===== src/rtl/mema_lane_if.sv =====
// Downstream chunk stream of one matrix-A lane consumer.
// The consumer owns data/valid/last; the MAC unit owns ready.
interface mema_lane_if #(
  parameter int unsigned data_w = 256
);
  logic [data_w-1:0] out_data;
  logic              out_valid;
  logic              out_ready;
  logic              out_last;

  modport master (output out_data, output out_valid, output out_last, input out_ready);
  modport slave  (input out_data, input out_valid, input out_last, output out_ready);
endinterface


===== src/rtl/mema_lane_consumer.sv =====
// Consumer end of the matrix-A chunk interface: walks one row chunk by chunk,
// waits the provider latency, captures each chunk and hands it downstream.
module mema_lane_consumer #(
  parameter int unsigned element_width = 32,
  parameter int unsigned no_of_units   = 8,
  parameter int unsigned fetch_latency = 2
) (
  input  logic                                 clk,
  input  logic                                 reset,
  input  logic                                 read_preprocess,
  input  logic [31:0]                          no_of_multiples,
  input  logic [element_width*no_of_units-1:0] chunk_in,
  output logic                                 I_am_ready,
  output logic [31:0]                          chunk_index,
  mema_lane_if.master                          bus,
  output logic                                 busy,
  output logic                                 done
);
  localparam int unsigned chunk_w = element_width * no_of_units;
  localparam logic [3:0]  lat     = 4'(fetch_latency);

  typedef enum logic [1:0] {IDLE, WAIT, HOLD, FIN} state_t;

  state_t               state, state_next;
  logic [3:0]           cnt, cnt_next;
  logic [31:0]          n_rows, n_rows_next;
  logic [31:0]          idx, idx_next;
  logic                 toggle, toggle_next;
  logic [chunk_w-1:0]   data, data_next;
  logic                 valid, valid_next;
  logic                 last, last_next;
  logic                 busy_q, busy_next;
  logic                 done_q, done_next;

  // next-state and next-output logic for the row walk
  always_comb begin
    state_next  = state;
    cnt_next    = cnt;
    n_rows_next = n_rows;
    idx_next    = idx;
    toggle_next = toggle;
    data_next   = data;
    valid_next  = valid;
    last_next   = last;
    case (state)
      IDLE: begin
        if (read_preprocess) begin
          if (no_of_multiples != 32'd0) begin
            n_rows_next = no_of_multiples;
            idx_next    = 32'd1;
            cnt_next    = lat;
            state_next  = WAIT;
          end else begin
            state_next  = FIN;
          end
        end else begin
          state_next = IDLE;
        end
      end
      WAIT: begin
        // capture in the cycle the countdown hits zero so valid rises one cycle later
        if (cnt == 4'd1) begin
          data_next  = chunk_in;
          valid_next = 1'b1;
          last_next  = (idx == n_rows);
          cnt_next   = 4'd0;
          state_next = HOLD;
        end else begin
          cnt_next = cnt - 4'd1;
        end
      end
      HOLD: begin
        if (valid && bus.out_ready) begin
          valid_next = 1'b0;
          last_next  = 1'b0;
          if (idx < n_rows) begin
            idx_next    = idx + 32'd1;
            toggle_next = ~toggle;
            cnt_next    = lat;
            state_next  = WAIT;
          end else begin
            state_next  = FIN;
          end
        end else begin
          state_next = HOLD;
        end
      end
      FIN: begin
        idx_next   = 32'd1;
        state_next = IDLE;
      end
      default: begin
        state_next = IDLE;
      end
    endcase
    busy_next = (state_next != IDLE);
    done_next = (state_next == FIN);
  end

  // state and registered outputs
  always_ff @(posedge clk) begin
    if (reset) begin
      state  <= IDLE;
      cnt    <= 4'd0;
      n_rows <= 32'd0;
      idx    <= 32'd1;
      toggle <= 1'b0;
      data   <= '0;
      valid  <= 1'b0;
      last   <= 1'b0;
      busy_q <= 1'b0;
      done_q <= 1'b0;
    end else begin
      state  <= state_next;
      cnt    <= cnt_next;
      n_rows <= n_rows_next;
      idx    <= idx_next;
      toggle <= toggle_next;
      data   <= data_next;
      valid  <= valid_next;
      last   <= last_next;
      busy_q <= busy_next;
      done_q <= done_next;
    end
  end

  assign I_am_ready    = toggle;
  assign chunk_index   = idx;
  assign bus.out_data  = data;
  assign bus.out_valid = valid;
  assign bus.out_last  = last;
  assign busy          = busy_q;
  assign done          = done_q;
endmodule


===== src/flat_wrapper.sv =====
// flat-port wrapper written by rule: the top's interface ports become plain ports
module mema_lane_consumer_flat 
#(
  parameter int unsigned element_width = 32,
  parameter int unsigned no_of_units   = 8,
  parameter int unsigned fetch_latency = 2
)
  (clk, reset, read_preprocess, no_of_multiples, chunk_in, I_am_ready, chunk_index, busy, done, bus_out_data, bus_out_valid, bus_out_last, bus_out_ready);
  mema_lane_if #(.data_w((256))) bus_i ();
  input  logic clk;
  input  logic reset;
  input  logic read_preprocess;
  input  logic [31:0] no_of_multiples;
  input  logic [element_width*no_of_units-1:0] chunk_in;
  output logic I_am_ready;
  output logic [31:0] chunk_index;
  output logic busy;
  output logic done;
  output wire logic [$bits(bus_i.out_data)-1:0] bus_out_data;
  output wire logic [$bits(bus_i.out_valid)-1:0] bus_out_valid;
  output wire logic [$bits(bus_i.out_last)-1:0] bus_out_last;
  input wire logic [$bits(bus_i.out_ready)-1:0] bus_out_ready;
  assign bus_out_data = bus_i.out_data;
  assign bus_out_valid = bus_i.out_valid;
  assign bus_out_last = bus_i.out_last;
  assign bus_i.out_ready = bus_out_ready;
  mema_lane_consumer #(.element_width(element_width), .no_of_units(no_of_units), .fetch_latency(fetch_latency)) u_core (.clk(clk), .reset(reset), .read_preprocess(read_preprocess), .no_of_multiples(no_of_multiples), .chunk_in(chunk_in), .I_am_ready(I_am_ready), .chunk_index(chunk_index), .bus(bus_i), .busy(busy), .done(done));
endmodule

===== config.mk =====
export PLATFORM = sky130hd
export DESIGN_NAME = mema_lane_consumer_flat
export DESIGN_NICKNAME = d
export VERILOG_FILES = /design/src/rtl/mema_lane_if.sv /design/src/rtl/mema_lane_consumer.sv /design/src/flat_wrapper.sv
export SDC_FILE = /design/constraint.sdc
export NUM_CORES = 1
export LEC_CHECK = 0
export ABC_AREA = 1
export CORE_AREA = 10 10 222 224
export CTS_CLUSTER_SIZE = 16
export DETAILED_ROUTE_END_ITERATION = 8
export DIE_AREA = 0 0 232 234
export PLACE_DENSITY = 0.64
export SKIP_CTS_REPAIR_TIMING = 1
export SYNTH_ARGS = -nofsm -noshare
export SYNTH_HDL_FRONTEND = slang
export SYNTH_SLANG_ARGS = --single-unit

===== constraint.sdc =====
create_clock -name clk -period 1.6 [get_ports clk]
set_input_delay 0.32 -clock clk [delete_from_list [all_inputs] [get_ports clk]]
set_output_delay 0.32 -clock clk [all_outputs]
set_load 0.005 [all_outputs]

=== After elaboration in Yosys (flattened, before gate mapping) ===
Cells that the tools add are included.

* Register bits: 331
* Bits in latches: 0
* Memory bits (writable): 0
* Bits in read-only memories: 0
* Input port bits: 292
* Output and inout port bits: 293
* Logic and storage cells: 60
* Memories: 0

* $add $sub $neg: 2
* Multiply operators: 0
* Div/mod/pow operators: 0
* Order comparisons: 1
* Equality and inequality tests: 11
* Shift operators: 0
* Muxes and demuxes: 22
* Bitwise gates (word level): 1
* Reductions and logical operators: 13

{| class="wikitable"
|+ Operator list
! operator !! number
|-
| 32-bit two-way mux || 4
|-
| 32-bit one-hot mux with 3 select lines || 1
|-
| 32-bit by 1-bit adder with 32-bit output, second input constant || 1
|-
| 32-bit == test || 1
|-
| 32-bit less-than comparator || 1
|-
| 32-bit nonzero test || 1
|-
| 4-bit two-way mux || 5
|-
| 4-bit one-hot mux with 3 select lines || 1
|-
| 2-bit two-way mux || 5
|-
| 5-bit AND reduction || 2
|-
| 3-bit AND reduction || 3
|-
| 2-bit by 1-bit inequality test with 1-bit output, second input constant || 4
|-
| 2-bit one-hot mux with 4 select lines || 1
|-
| 2-bit == test, second input constant || 3
|-
| 3-bit nonzero test || 2
|-
| 4-bit by 1-bit == test with 1-bit output, second input constant || 1
|-
| 1-bit one-hot mux with 2 select lines || 2
|-
| 2-bit nonzero test || 2
|-
| 4-bit by 1-bit subtractor with 4-bit output, second input constant || 1
|-
| 1-bit two-way mux || 3
|-
| 2-bit by 1-bit == test with 1-bit output, second input constant || 1
|-
| 2-bit logical NOT || 1
|-
| 2-bit inequality test, second input constant || 1
|-
| 2-bit AND reduction || 1
|-
| 2 further kinds || 2
|}

=== Logic depth before layout (Yosys ltp) ===
* Depth in word-level cells: 5
* Mapped depth: 20
* Gate-level depth less buffers: 19

=== Least setup slack after synthesis ===
OpenSTA, ideal clock, no wires.

* Kind: flip-flop to flip-flop
* Start point: register u_core.idx[19] (netlist: u_core.chunk_index[19])
* End point: register u_core.idx[3] (netlist: u_core.chunk_index[3])
* Data arrival time: 1.747 ns
* Required time: 1.486 ns
* Setup slack: -0.261 ns
* Cell stages (with the launch flop): 16
* Path buffers: 2
* Clock period less this slack: 1.861 ns
* Path through: dfxtp_1 ha_1 nand2_1 inv_1 nand2_1 nand2_1 nand2_1 nand3_1 a21oi_2 nand2_1 nand2_1 nand3_2 buf_6 buf_6 a21oi_1 nor2_1

* Word-level cells in the longest chain between the ends: 3

{| class="wikitable"
|+ RTL lines
! what !! line !! RTL
|-
| start: declaration || mema_lane_consumer.sv:27 || <nowiki>logic [31:0] idx, idx_next;</nowiki>
|-
| start signal: assignment || mema_lane_consumer.sv:117 || <nowiki>idx <= idx_next;</nowiki>
|-
| 32-bit less-than comparator || mema_lane_consumer.sv:76 || <nowiki>if (idx < n_rows) begin</nowiki>
|-
| 2-bit by 1-bit inequality test with 1-bit output (no source line) || -- ||
|-
| 5-bit AND reduction (no source line) || -- ||
|}

No other way between the ends.
A chain may end at the register's enable or synchronous reset.

=== Final worst setup path ===
* Start point: register u_core.n_rows[15]
* End point: register u_core.idx[3] (netlist: u_core.chunk_index[3])

* Word-level cells in the longest chain between the ends: 3

{| class="wikitable"
|+ RTL lines
! what !! line !! RTL
|-
| start: declaration || mema_lane_consumer.sv:26 || <nowiki>logic [31:0] n_rows, n_rows_next;</nowiki>
|-
| start signal: assignment || mema_lane_consumer.sv:116 || <nowiki>n_rows <= n_rows_next;</nowiki>
|-
| 32-bit less-than comparator || mema_lane_consumer.sv:76 ||
|-
| 2-bit by 1-bit inequality test with 1-bit output (no source line) || -- ||
|-
| 5-bit AND reduction (no source line) || -- ||
|}

No other way between the ends.

==> flow_summary.yaml <==
yosys:
  synth_cells: 1914
  ys.flop_type: "dfxtp_1"
  seq_area_frac_synth_pct: 48.4
  synthTopCellsByArea: "dfxtp_1 (48%), nor2_1 (17%), o21ai_0 (11%)"
  synth_area_mm2: 0.0137
  ys_ff_latch: 331
  synth_top_area_share_pct: 48.4
  syn_nets: 2244
  syn_area_per_cell_um2: 7.15
  synthTopCellsByCount: "nor2_1 (616), dfxtp_1 (331), o21ai_0 (291), nand2_1 (212), inv_1 (121)"
  yosysTopAreaCell: "dfxtp_1"
  yosysWarnings: 0
  synth_most_common_cell: "nor2_1"
  synth_edf_count: 0
  async_flop_share_pct: 0
  synth_cell_type_count: 32
timing:
  fin_crit_sh_pct: 132
  hold_viol: 0
  period_needed_ns: 2.11
  max_freq_ghz: 0.473
  worstMarginPinSlew_ns: 0.415
  setup_violations: 67
  finalClockSkew_ns: 0.0123
  finalWorstSetupSlack_ns: -0.515
  rsz0062_at_grt: "true"
  slew_viol_final: 0
  slew_headroom_pct: 72.1
  setup_tns_ns: -18.87
layout:
  nets: 3016
  post_route_cells_drive_above_1_share_pct: 22.3
  syn_to_final_growth_pct: 89.6
  multiInputGateArea_mm2: 0.00707
  layout.cells.non_filler: 3326
  regArea_mm2: 0.00670
  final.fill_count: 3850
floorplan:
  initial_core_util_pct: 30.5
  die_w_um: 232
  die-area_mm2: 0.0543
  fp.dieH_um: 234
  ios: 585
  rows: 78
  fp.coreArea_mm2: 0.0449
pwr:
  peakVddDrop_mv: 0.831
  clockPowerShare_pct: 45.2
  switching_share_pct: 24.8
  p_leak_nw: 15.9
  p_int_w: 0.0165
  p_total_w: 0.0220
  p_per_area_mw_per_mm2: 847
  p_seq_share_pct: 39.5
  p_comb_share_pct: 15.3
  net-switching-power_w: 0.00545
global_route:
  grt_usage_pct: 21.8
  first_global_vias: 15400
  grt_remaining_overflow: 0
  grt_pass1_wl_mm: 91.5
  antenna_found_initial: 10
  grt_max_degree: 63
critical_path:
  cp.required_ns: 2.05
  end_kind: "register"
  cp_max_fo: 7
  crit_type: "reg -> reg"
  critPathLaunchType: "register"
  arrival_ns: 2.57
cts:
  numCtsBuffers: 40
  cts.htree.levels: 2
  root_buffer: "clkbuf_16"
  clk_latency_ns: 0.55
  cts.path.max_buffers: 3
  clock_sinks: 331
  cts_tree: "built"
  clkTransAtPathRegs_ns: 0.06
route:
  drt_iter0_drc: 1080
  dr.pass1.iters: 5
  ant_nets: 0
  routed_wl_mm: 69.7
  wl_per_cell_um: 21.0
  viasPerCell: 4.83
  drc_errors: 0
  vias: 16100
place:
  place_inst: 3198
  io_buffers: 584
  place_hpwl_mm: 49.4
  gp_congestion: 0.908
min_path:
  holdCritPathClass: "in -> reg"
outcome:
  violations: "negative setup slack"
  status: "finished, violations left"
run:
  max-cap-violations: 0
[power groups by stage]
| stage | Clock, W | Combinational [W] | Sequential, W |
|---|---|---|---|
| final | 0.00994 | 0.00336 | 0.00869 |
| after global routing | 0.0104 | 0.00362 | 0.00871 |
| after CTS | 0.0101 | 0.00292 | 0.00866 |
| after detailed placement | 0 | 0.00290 | 0.00884 |
| after global placement | 0 | 0.00286 | 0.00883 |
| after floorplan | 0 | 0.000962 | 0.00886 |
[state kept, by name (all words and copies together) (netlist names)]
register              cells
u_core.cnt                4
u_core.I_am_ready         1
u_core.state              2
u_core.busy               1
u_core.n_rows            32
u_core.bus.out_last       1
u_core.chunk_index       32
u_core.bus.out_valid      1
u_core.bus.out_data     256
u_core.done               1
[metrics by stage]
step	worst slack (ns)	hold WS, ns	area (um2)	utilization (%)
2_1_floorplan	-0.164	0.433	13900	-
6_report	-0.515	0.133	26000	57.8
4_1_cts	-0.580	0.309	23400	52.1
3_3_place_gp	-0.768	0.453	22000	48.9
5_1_grt	-0.611	0.132	26000	57.8
3_5_place_dp	-0.794	0.454	22000	48.9
[routing by layer]
layer / vias to the layer above / GRT usage [%] / part of all wire (%) / wire, um
met3: 149 / 7.59 / 8.7 / 6040
li1: 7712 / - / - / -
met4: 0 / 8.45 / 4.2 / 2930
met2: 669 / 38.5 / 51 / 35400
met5: - / 0 / 0 / 0
met1: 7545 / 23.7 / 36 / 25400
[layout by cell type (no fill, tap or decap), types with 61 or more instances in the layout]
cell type and count:
nor2_1 587, dlymetal6s2s_1 298, dfxtp_1 290, clkdlybuf4s50_1 282
buf_4 176, nand2_1 170, o21ai_0 155, inv_1 94
o21ai_2 78, clkbuf_16 65, o21ai_1 61
[critical path, cell delays in order (launching register included)]
cell	delay (ns)
dfxtp_1	0.30
inv_2	0.13
ha_4	0.23
a21oi_1	0.12
o21ai_0	0.10
a21oi_1	0.17
nand2_2	0.12
nand2_2	0.10
nand2_2	0.06
nand2_4	0.09
nand3_4	0.19
clkbuf_16	0.24
a21oi_2	0.13
nor2_2	0.04
[final cells by class]
cell class,count,share of cell area (%)
antenna,10,0.0964
clock buffer,56,4.44
clock inverter,16,1.05
inverter,123,1.85
multi-input combinational,1346,27.2
sequential,331,25.8
tap,600,2.89
timing repair buffer,841,36.5
timing repair inverter,3,0.121
[path summary, 6_finish.rpt]
path                                  start                                 end  slack (ns)  cells past startpoint
max          u_core.n_rows[15]$_SDFFE_PP0P_  u_core.chunk_index[3]$_SDFFE_PP0P_       -0.51                     13
min                     no_of_multiples[28]      u_core.n_rows[28]$_SDFFE_PP0P_        0.13                      3
max reg2reg  u_core.n_rows[15]$_SDFFE_PP0P_  u_core.chunk_index[3]$_SDFFE_PP0P_       -0.51                     13
min reg2reg   u_core.n_rows[6]$_SDFFE_PP0P_       u_core.n_rows[6]$_SDFFE_PP0P_        0.48                      2
[logic make-up after synthesis]
| logic type | share of synthesized area (%) |
|---|---|
| AO/OA/AOI/OAI | 13.5 |
| flip-flops | 48.4 |
| adder cells (fa/ha/maj) | 3.47 |
| AND/OR/NAND/NOR | 27.5 |
| buffers and inverters | 6.88 |
| XOR/XNOR | 0.192 |
No activity file was read; power rests on OpenSTA's default activity.
